File: config.mk
export PLATFORM = sky130hd
export DESIGN_NAME = sdes_cbc_ctrl
export DESIGN_NICKNAME = d
export VERILOG_FILES = /design/src/rtl/sdes_pkg.sv /design/src/rtl/sdes_cbc_ctrl.sv
export SDC_FILE = /design/constraint.sdc
export NUM_CORES = 1
export LEC_CHECK = 0
export CAP_MARGIN = 20
export CORE_MARGIN = 1
export CORE_UTILIZATION = 40
export DETAILED_ROUTE_END_ITERATION = 16
export DONT_BUFFER_PORTS = 1
export GPL_TIMING_DRIVEN = 1
export HOLD_SLACK_MARGIN = 0.02
export PLACE_DENSITY = 0.56
export SKIP_CTS_REPAIR_TIMING = 1
export SLEW_MARGIN = 5
export SYNTH_ARGS = -nofsm -noshare
export SYNTH_HDL_FRONTEND = slang
export SYNTH_SLANG_ARGS = --single-unit
File: constraint.sdc
create_clock -name clk -period 14.05 [get_ports clk]
set_input_delay 4.215 -clock clk [delete_from_list [all_inputs] [get_ports clk]]
set_output_delay 4.215 -clock clk [all_outputs]
set_load 0.005 [all_outputs]
File: src/rtl/sdes_pkg.sv
// Shared types and widths for the S-DES CBC sequencer.
package sdes_pkg;

    typedef enum logic [1:0] {
        UNCFG = 2'd0,
        READY = 2'd1,
        WAIT  = 2'd2,
        OUT   = 2'd3
    } state_t;

    localparam int BLK_W  = 8;
    localparam int KEY_W  = 10;
    localparam int SBOX_W = 32;
    localparam int CNT_W  = 4;

endpackage

File: src/rtl/sdes_cbc_ctrl.sv
// CBC-mode byte-stream sequencer driving an external S-DES core.
// Holds core inputs stable for CORE_LAT edges, then captures and emits.
module sdes_cbc_ctrl
    import sdes_pkg::*;
#(
    parameter int CORE_LAT = 4
) (
    input  logic              clk,
    input  logic              reset,
    input  logic              cfg_load,
    input  logic [KEY_W-1:0]  cfg_key,
    input  logic [SBOX_W-1:0] cfg_s0,
    input  logic [SBOX_W-1:0] cfg_s1,
    input  logic [BLK_W-1:0]  cfg_iv,
    input  logic [BLK_W-1:0]  in_data,
    input  logic              in_valid,
    output logic              in_ready,
    output logic [BLK_W-1:0]  out_data,
    output logic              out_valid,
    input  logic              out_ready,
    output logic [BLK_W-1:0]  core_plaintext,
    output logic [KEY_W-1:0]  core_key,
    output logic [SBOX_W-1:0] core_s0,
    output logic [SBOX_W-1:0] core_s1,
    input  logic [BLK_W-1:0]  core_ciphertext,
    output logic              busy,
    output logic [15:0]       blk_count
);

    localparam logic [CNT_W-1:0] LAST = CNT_W'(CORE_LAT - 1);

    state_t             r_state;
    state_t             w_state_nxt;
    logic [BLK_W-1:0]   r_chain;
    logic [CNT_W-1:0]   r_cnt;
    logic [BLK_W-1:0]   r_out_data;
    logic               r_out_valid;
    logic [BLK_W-1:0]   r_pt;
    logic [KEY_W-1:0]   r_key;
    logic [SBOX_W-1:0]  r_s0;
    logic [SBOX_W-1:0]  r_s1;
    logic [15:0]        r_blk;

    logic               w_cfg_en;
    logic               w_accept;
    logic               w_capture;
    logic               w_handshake;
    logic [BLK_W-1:0]   w_chain_src;

    assign w_cfg_en    = cfg_load && (r_state == UNCFG || r_state == READY);
    assign w_accept    = in_valid && (r_state == READY);
    assign w_capture   = (r_state == WAIT) && (r_cnt == LAST);
    assign w_handshake = r_out_valid && out_ready;
    // A same-cycle reload must chain from the new IV, not the stale one.
    assign w_chain_src = w_cfg_en ? cfg_iv : r_chain;

    always_comb begin
        w_state_nxt = r_state;
        unique case (r_state)
            UNCFG:   if (cfg_load)    w_state_nxt = READY;
            READY:   if (in_valid)    w_state_nxt = WAIT;
            WAIT:    if (w_capture)   w_state_nxt = OUT;
            OUT:     if (w_handshake) w_state_nxt = READY;
            default:                  w_state_nxt = UNCFG;
        endcase
    end

    always_ff @(posedge clk or posedge reset) begin
        if (reset) begin
            r_state     <= UNCFG;
            r_chain     <= '0;
            r_cnt       <= '0;
            r_out_data  <= '0;
            r_out_valid <= 1'b0;
            r_pt        <= '0;
            r_key       <= '0;
            r_s0        <= '0;
            r_s1        <= '0;
            r_blk       <= '0;
        end else begin
            r_state <= w_state_nxt;
            if (w_cfg_en) begin
                r_key   <= cfg_key;
                r_s0    <= cfg_s0;
                r_s1    <= cfg_s1;
                r_chain <= cfg_iv;
                r_blk   <= '0;
            end
            if (w_accept) begin
                r_pt  <= in_data ^ w_chain_src;
                r_cnt <= '0;
            end else if (r_state == WAIT) begin
                r_cnt <= r_cnt + 1'b1;
            end
            if (w_capture) begin
                r_out_data  <= core_ciphertext;
                r_chain     <= core_ciphertext;
                r_out_valid <= 1'b1;
            end else if (w_handshake) begin
                r_out_valid <= 1'b0;
                r_blk       <= r_blk + 16'd1;
            end
        end
    end

    assign in_ready       = (r_state == READY);
    assign busy           = (r_state == WAIT) || (r_state == OUT);
    assign out_data       = r_out_data;
    assign out_valid      = r_out_valid;
    assign core_plaintext = r_pt;
    assign core_key       = r_key;
    assign core_s0        = r_s0;
    assign core_s1        = r_s1;
    assign blk_count      = r_blk;

endmodule

==> metrics.cfg, run 1 <==
[timing]
setup_viol = 0
tns_ns = 0
whs_ns = 0.502
rsz0062_at_grt = no
tightestPinTransition_ns = 1.01
slew-limit-headroom_pct = 32.6
fmax_mhz = 174
min_period_ns = 5.74
finalHoldViolations = 0
final.period_utilization_pct = 40.9
fin_skew_ns = 0.00529
report.final.slew_viol_count = 0

[finish]
drive_above_1_share_pct = 7.84
areaGrowthSynthToFinish_pct = 14.8
mostFrequentLayoutCell = nand2_1
final_cell_mix = nand2_1 (269), dfrtp_1 (121), clkbuf_16 (17)
antennaDiodeCount = 0
fin_area_sq_um = 5900
nets = 657
nFillCells = 1207
final_util_pct = 46.9

[synth]
synth_ff_type = dfrtp_1
async_reset_ff_share_pct = 100
syn_avg_cell_area_sq_um = 9.29
netlist_instances = 553
synthAdderAreaFrac_pct = 1.46
syn_area_sq_um = 5130
yosysUniqueCellTypes = 45
synth_mux_area_share_pct = 2.75
synth_top_family_by_area = simple AND/OR/NAND/NOR gates
synth_seq_cells = 121
yosys_warnings = 0
synth_nets = 662
synth_compound_area_share_pct = 7.07
synth_edf_count = 0
synthSimpleGateAreaFrac_pct = 24.6
synth_xor_area_share_pct = 1.88
synth_seq_area_share_pct = 59.0

[outcome]
status = finished clean

[floorplan]
core-area_sq_um = 12600
dieArea_sq_um = 13300
initial_core_util_pct = 40.9
io_pins = 212
rows = 41
die_y_microns = 115
die_w_microns = 115

[routing]
drt-initial-drc-count = 252
ant_nets = 0
dr.pass1.iters = 5
wl_microns = 11700
drc_errors = 0
routed-via-count = 3672
wl_per_cell_microns = 15.9
routed_via_density = 5.01

[cts]
cts_sinks = 121
cts_tree = yes
clk_path_buf_depth = 2
root_buffer = clkbuf_16
cts_buffers = 17
cts.clk_slew.worst_paths_ns = 0.06
insertion_delay_ns = 0.41
htree_levels = 4

[pwr]
power.switching_uw = 461
p_leak_uw = 0.00298
combPwrFrac_pct = 22.1
power_uw = 1390
internal_power_uw = 931
ir_drop_mv = 0.0848
seqPwrFrac_pct = 43.7
p_clk_share_pct = 34.2
power_density_nw_per_um2 = 236
swShare_pct = 33.1

[critical_path]
cp_slowest_cell = dfrtp_1
critPathMaxStageDelay_ns = 0.38
cp_max_fo = 8
end_kind = output pin
crit_arrival_ns = 1.53
crit_required_ns = 9.84
cp-start-kind = flip-flop
crit_chain = inv_1 > ha_1 > or2_2
critPathKind = reg -> out
path_buf_inv = 1
critPathTopFamily = flip-flops

[placed_design]
dp_hpwl_microns = 7820
gp_congestion = 0.721
port_buffers = 0
place_area_sq_um = 5240

[global_route]
grt_start_max_net_pins = 85
antenna_found_initial = 0
grt_pass1_vias = 3508
grt-ovfl-total = 0
grt_pass1_wl_microns = 17700
grtUsageTotal_pct = 17.8

[worst_hold_path]
hp-class = reg -> reg

[run]
maxCapViolations = 0

final cells by class:
| cell class | instances | area, sq um | area share [%] |
|---|---|---|---|
| flip-flops and latches | 121 | 3030 | 51.4 |
| clock buffers | 21 | 460 | 7.81 |
| repair buffers | 3 | 22.5 | 0.382 |
| inverters | 7 | 28.8 | 0.488 |
| clock inverters | 11 | 194 | 3.29 |
| well taps | 172 | 215 | 3.65 |
| multi-input cells | 398 | 1950 | 33.0 |
sequential cells by signal, summed over array words and instances (netlist names):
| name | count |
|---|---|
| core_s0 | 32 |
| core_s1 | 32 |
| blk_count | 16 |
| core_key | 10 |
| core_plaintext | 8 |
| out_data | 8 |
| r_chain | 8 |
| r_cnt | 4 |
| r_state | 2 |
| out_valid | 1 |
power by group through the flow:
stage | Sequential [uW] | Clock (uW) | Combinational (uW)
after floorplan | 579 | 0 | 267
after global placement | 614 | 0 | 294
after detailed placement | 612 | 0 | 316
after CTS | 611 | 487 | 314
after global routing | 627 | 503 | 357
final | 608 | 476 | 307
worst reg2reg max path, cell delays in order (launching register included):
cell and delay (ns):
dfrtp_1 0.41, inv_1 0.09, ha_1 0.44, o21a_4 0.80, mux2i_1 0.36, xor2_1 0.16, o21ai_0 0.10
Yosys cell counts (2+ instances only):
| cell | n | area share [%] |
|---|---|---|
| nand2_1 | 269 | 20 |
| dfrtp_1 | 121 | 59 |
| buf_2 | 17 | 1.7 |
| a21oi_1 | 16 | 1.6 |
| o21ai_1 | 15 | 1.5 |
| nor2_1 | 14 | 1.0 |
| mux2i_1 | 13 | 2.5 |
| xor2_1 | 10 | 1.7 |
| inv_1 | 7 | 0.51 |
| clkbuf_1 | 6 | 0.44 |
| ha_1 | 6 | 1.5 |
| nand3_1 | 6 | 0.58 |
| and3_1 | 5 | 0.61 |
| o21ai_0 | 5 | 0.49 |
| a31oi_1 | 4 | 0.49 |
| nor3_1 | 4 | 0.39 |
| a21o_1 | 3 | 0.44 |
| a41oi_1 | 2 | 0.34 |
| buf_6 | 2 | 0.44 |
| nand4_1 | 2 | 0.24 |
| o21ai_2 | 2 | 0.34 |
per-layer routing:
metal	wire [microns]	global-route usage [%]	share of wire (%)	up-vias
met3	1320	9.17	11	13
li1	-	-	-	1763
met1	4800	21.0	41	1722
met4	150	7.10	1.3	0
met2	5400	27.5	46	174
met5	0	0	0	-
through the flow:
stage          instances  setup WS [ns]
2_1_floorplan        553           6.62
3_3_place_gp         701           8.35
3_5_place_dp         701           8.27
4_1_cts              733           8.28
5_1_grt              733           8.21
6_report             733           8.31
cell families after synthesis:
family	count (synthesis)
flops	121
buf+inv	34
compound gates	57
fa+ha+maj	6
xor+xnor	11
simple gates	310
mux	14
final timing paths:
| check | start | end | slack, ns | cells past startpoint |
|---|---|---|---|---|
| worst max-delay path | r_state[0] | busy | 8.31 | 3 |
| worst min register to register | core_s0[28] | core_s0[28] | 0.50 | 2 |
| max in group asynchronous | reset | out_data[5] | 8.97 | 2 |
| min in group asynchronous | reset | core_s1[23] | 3.78 | 1 |
| worst max register to register | r_state[1] | core_plaintext[0] | 11.54 | 6 |
| worst min-delay path | core_s0[28] | core_s0[28] | 0.50 | 2 |
Power figures use the tool's default switching activity.
==> inputs of run 2 (changes only) <==
--- a/config.mk
+++ b/config.mk
@@ -12,7 +12,7 @@
 export DONT_BUFFER_PORTS = 1
 export GPL_TIMING_DRIVEN = 1
 export HOLD_SLACK_MARGIN = 0.02
-export PLACE_DENSITY = 0.56
+export PLACE_DENSITY = 0.58
 export SKIP_CTS_REPAIR_TIMING = 1
 export SLEW_MARGIN = 5
 export SYNTH_ARGS = -nofsm -noshare
==> constraint.sdc (replaced) <==
create_clock -name clk -period 4.8 [get_ports clk]
set_input_delay 1.44 -clock clk [delete_from_list [all_inputs] [get_ports clk]]
set_output_delay 1.44 -clock clk [all_outputs]
set_load 0.005 [all_outputs]
==> run 2 against run 1 <==
Critical path depth unchanged. Clock skew is 0.0049 ns higher. Global-route usage decreased by 0.61 points. Critical endpoint unchanged. Final area barely moved. Register-to-register slack got worse by 9.4 ns. Sequential share of layout area about the same. Sequential cell count is the same. Die area stayed put.
==> metrics.cfg, run 2 (same netlist as run 1, synthesis figures left out) <==
[outcome]
status = finished clean

[pwr]
ir_drop_mv = 0.286  ; +240%
p_leak_uw = 0.00298  ; about the same
power_density_nw_per_um2 = 686  ; +190%

[finish]
final_cell_mix = nand2_1 (269), dfrtp_1 (121), clkbuf_16 (17)
drive_above_1_share_pct = 8.53  ; +0.68 points
areaGrowthSynthToFinish_pct = 14.8  ; about the same
fin_area_sq_um = 5890  ; about the same
mostFrequentLayoutCell = nand2_1
antennaDiodeCount = 0  ; unchanged
nets = 659  ; +0.30%

[timing]
finalHoldViolations = 0  ; unchanged
tns_ns = 0  ; unchanged
tightestPinTransition_ns = 0.924  ; -0.0874 ns
fmax_mhz = 340
rsz0062_at_grt = no
fin_skew_ns = 0.0101  ; +0.00485 ns
final.period_utilization_pct = 61.3
report.final.slew_viol_count = 0  ; unchanged
setup_viol = 0  ; unchanged
min_period_ns = 2.94
slew-limit-headroom_pct = 38.2  ; +5.6 points

[critical_path]
reg2reg_to = blk_count[2]
r2r_slack_ns = 2.13  ; -9.41 ns
cp-start-kind = flip-flop
crit_required_ns = 3.36  ; -6.48 ns
cp_max_fo = 8  ; unchanged
crit_arrival_ns = 1.50  ; -0.03 ns
cp_slowest_cell = dfrtp_1
end_kind = output pin
critPathKind = reg -> out
critPathMaxStageDelay_ns = 0.37  ; about the same
cp-startpoint = r_state[0]
crit_chain = inv_1 > ha_1 > or2_2
crit_end = busy
r2r_start = r_state[1]
reg2reg_depth = 7  ; +1

[placed_design]
dp_hpwl_microns = 8030  ; +2.8%
place_area_sq_um = 5260  ; +0.29%
port_buffers = 0  ; unchanged
gp_congestion = 0.770  ; +6.8%

[worst_hold_path]
hp-class = reg -> reg

[routing]
wl_per_cell_microns = 15.7  ; -1.5%
drc_errors = 0  ; unchanged
ant_nets = 0  ; unchanged
routed-via-count = 3674  ; +0.054%
drt-initial-drc-count = 199  ; -21%
routed_via_density = 5.00  ; -0.22%
wl_microns = 11500  ; -1.3%
dr.pass1.iters = 4  ; -1

[global_route]
grt_pass1_wl_microns = 17600  ; -0.90%
grt_pass1_vias = 3504  ; -0.11%
grt-ovfl-total = 0  ; unchanged
met2_usage_pct = 26.9  ; -0.64 points
grtUsageTotal_pct = 17.2  ; -0.61 points
antenna_found_initial = 0  ; unchanged
busiest_layer = met2
met3_usage_pct = 8.38  ; -0.79 points
met1_usage_pct = 20.5  ; -0.53 points
grt_start_max_net_pins = 66  ; -22%

[run]
maxCapViolations = 0  ; unchanged

[cts]
clk_path_buf_depth = 2  ; unchanged
cts_buffers = 17  ; unchanged
insertion_delay_ns = 0.40  ; about the same
htree_levels = 4  ; unchanged
cts_tree = yes
cts.clk_slew.worst_paths_ns = 0.05  ; about the same
cts_sinks = 121  ; unchanged
root_buffer = clkbuf_16

[floorplan]
io_pins = 212  ; unchanged
initial_core_util_pct = 40.9  ; unchanged
die_y_microns = 115  ; unchanged
dieArea_sq_um = 13300  ; unchanged
rows = 41  ; unchanged
core-area_sq_um = 12600  ; unchanged
die_w_microns = 115  ; unchanged

[run 2: worst min-delay path by stage]
stage | startpoint | endpoint | depth (start not counted)
2_1_floorplan | core_key[0] | core_key[0] | 2
3_3_place_gp | core_s1[15] | core_s1[15] | 2
3_5_place_dp | core_s1[20] | core_s1[20] | 2
4_1_cts | core_s1[11] | core_s1[11] | 2
5_1_grt | core_s1[15] | core_s1[15] | 2
6_report | core_s1[15] | core_s1[15] | 2
[run 2: worst max-delay path: cells and delay by family, from the launching register on]
family	cells	cell delay, ns
adders and majority gates	1	0.31
and+or+nand+nor	1	0.34
buffers and inverters	1	0.08
DFF	1	0.37
[run 2: power breakdown]
part           leakage (uW)  internal (uW)  switching (uW)
combinational       0.00116            330             574
clock              0.000306            886             471
sequential          0.00151           1450             332
total               0.00298           2660            1380
[run 2: cell type report]
cell class,count,area (sq um)
inverter,7,28.8
timing repair buffer,5,37.5
multi-input combinational,398,1950
clock inverter,14,198
clock buffer,18,439
sequential,121,3030
tap,172,215
fill,1224,6680
[run 2: metrics by stage]
stage          utilization [%]  hold slack (ns)  total power, uW  instances  worst slack (ns)
6_report                  46.9            0.500             4040        735              1.86
2_1_floorplan                -            0.470             2480        553             0.146
5_1_grt                   46.9            0.521             4320        735              1.78
3_5_place_dp              41.8            0.490             2720        703              1.92
4_1_cts                   46.9            0.505             4100        735              1.83
3_3_place_gp              41.8            0.488             2660        703              1.97
[run 2: layer usage]
| layer | part of all wire (%) | vias up | wire [microns] |
|---|---|---|---|
| li1 | - | 1775 | - |
| met1 | 42 | 1728 | 4880 |
| met2 | 45 | 165 | 5230 |
| met3 | 11 | 6 | 1320 |
| met4 | 0.82 | 0 | 95 |
| met5 | 0 | - | 0 |
==> inputs of run 3 (changes only) <==
--- a/config.mk
+++ b/config.mk
@@ -12,7 +12,7 @@
 export DONT_BUFFER_PORTS = 1
 export GPL_TIMING_DRIVEN = 1
 export HOLD_SLACK_MARGIN = 0.02
-export PLACE_DENSITY = 0.58
+export PLACE_DENSITY = 0.56
 export SKIP_CTS_REPAIR_TIMING = 1
 export SLEW_MARGIN = 5
 export SYNTH_ARGS = -nofsm -noshare
==> constraint.sdc (replaced) <==
create_clock -name clk -period 2.75 [get_ports clk]
set_input_delay 0.825 -clock clk [delete_from_list [all_inputs] [get_ports clk]]
set_output_delay 0.825 -clock clk [all_outputs]
set_load 0.005 [all_outputs]
==> run 3 against run 2 <==
Clock skew down 0.0018 ns. Via count increased by 0.84%. Routed wire length increased by 0.87%. Final area is 0.93% higher. Total power rose by 78%. Non-clock buffer count up 2. Sequential power grew 74%. Utilization rose by 0.44 points. Global-route usage rose by 0.17 points. Critical path depth stayed put. Largest cell class unchanged. Worst setup slack got worse by 1.4 ns. Critical endpoint unchanged.
==> metrics.cfg, run 3 (same netlist as run 1, synthesis figures left out) <==
[outcome]
status = finished clean

[floorplan]
die_y_microns = 115  ; unchanged
initial_core_util_pct = 40.9  ; unchanged
rows = 41  ; unchanged
core-area_sq_um = 12600  ; unchanged
io_pins = 212  ; unchanged
dieArea_sq_um = 13300  ; unchanged
die_w_microns = 115  ; unchanged

[routing]
ant_nets = 0  ; unchanged
routed-via-count = 3705  ; +0.84%
wl_microns = 11600  ; +0.87%
routed_via_density = 5.03  ; +0.57%
drt-initial-drc-count = 227  ; +14%
dr.pass1.iters = 4  ; unchanged
wl_per_cell_microns = 15.8  ; +0.59%
drc_errors = 0  ; unchanged

[finish]
final_util_pct = 47.3  ; +0.44 points
antennaDiodeCount = 0  ; unchanged
multi_input_comb_area_sq_um = 1950  ; unchanged
final_cell_mix = nand2_1 (269), dfrtp_1 (121), clkbuf_16 (17)
drive_above_1_share_pct = 8.67  ; +0.15 points
nets = 661  ; +0.30%
area.sequential_sq_um = 3030  ; unchanged
fin_area_sq_um = 5950  ; +0.93%
nFillCells = 1193  ; -2.5%
areaGrowthSynthToFinish_pct = 15.8
mostFrequentLayoutCell = nand2_1

[critical_path]
crit_required_ns = 1.93  ; -1.43 ns
crit_arrival_ns = 1.50  ; about the same
critPathKind = reg -> out
r2r_slack_ns = 0.44  ; -1.69 ns
cp-start-kind = flip-flop
cp_max_fo = 8  ; unchanged
end_kind = output pin

[cts]
root_buffer = clkbuf_16
htree_levels = 4  ; unchanged
cts_buffers = 17  ; unchanged
insertion_delay_ns = 0.40  ; about the same
cts_sinks = 121  ; unchanged
cts.clk_slew.worst_paths_ns = 0.06  ; about the same
cts_tree = yes
clk_path_buf_depth = 2  ; unchanged

[timing]
slew-limit-headroom_pct = 56.5  ; +18 points
fmax_mhz = 429
setup_viol = 0  ; unchanged
tightestPinTransition_ns = 0.653  ; -0.271 ns
fin_skew_ns = 0.00831  ; -0.00183 ns
min_period_ns = 2.33
report.final.slew_viol_count = 0  ; unchanged
final.period_utilization_pct = 84.7
finalHoldViolations = 0  ; unchanged
tns_ns = 0  ; unchanged
finalWorstSetupSlack_ns = 0.420  ; -1.44 ns
rsz0062_at_grt = no

[global_route]
antenna_found_initial = 0  ; unchanged
grt-ovfl-total = 0  ; unchanged
grt_start_max_net_pins = 122  ; +85%
grtUsageTotal_pct = 17.4  ; +0.17 points
grt_pass1_wl_microns = 17600  ; +0.39%
grt_pass1_vias = 3632  ; +3.7%

[run]
maxCapViolations = 0  ; unchanged

[pwr]
power_density_nw_per_um2 = 1210  ; +76%
p_leak_uw = 0.00300  ; +0.78%
ir_drop_mv = 0.466  ; +63%

[placed_design]
port_buffers = 0  ; unchanged
place_ws_ns = 0.445  ; -1.47 ns
place_area_sq_um = 5290  ; +0.55%
gp_congestion = 0.756  ; -1.8%
dp_hpwl_microns = 7830  ; -2.6%

[worst_hold_path]
hp-class = in -> async

[run 3: cell types whose count changed in the layout (fill, tap and decap cells not counted), sizes merged]
cell | previous run | this run
buf | 5 | 7
clkinv | 7 | 4
bufinv | 4 | 5
clkinvlp | 2 | 3
clkbuf | 18 | 21
inv | 8 | 6
[run 3: power breakdown]
group / switching (uW) / internal, uW
Clock: 795 / 1680
Combinational: 1010 / 592
Sequential: 570 / 2530
Total: 2370 / 4800
[run 3: stage by stage]
step           cells  power (uW)  hold slack [ns]
4_1_cts          737        7280            0.489
2_1_floorplan    553        4320            0.470
5_1_grt          737        7670            0.477
3_3_place_gp     705        4660            0.491
6_report         737        7170            0.454
3_5_place_dp     705        4760            0.490
[run 3: worst paths after layout]
check / to / cells after the start / startpoint
worst max register to register: blk_count[9] / 6 / r_state[0]
max in group asynchronous: core_s0[0] / 2 / reset
min in group clk: core_s1[26] / 2 / core_s1[26]
worst min register to register: core_s1[26] / 2 / core_s1[26]
worst min-delay path: core_s0[6] / 2 / reset
worst max-delay path: busy / 3 / r_state[0]
[run 3: worst max-delay path, cell delays in order, from the launching register on]
cell,delay [ns]
dfrtp_1,0.38
inv_1,0.09
ha_1,0.31
or2_2,0.33
[run 3: routing by layer]
layer	vias to the layer above	wire length, microns	track usage (%)
li1	1770	-	-
met1	1746	4790	20.1
met2	171	5380	27.5
met3	18	1260	7.64
met4	0	199	8.40
met5	-	0	0
[run 3: layout make-up]
cell class                      instances  area share, %
Multi-Input combinational cell        398           32.7
Timing Repair Buffer                    7           1.09
Sequential cell                       121           50.9
Inverter                                7          0.505
Tap cell                              172           3.62
Clock inverter                         11           3.24
Clock buffer                           21           7.91
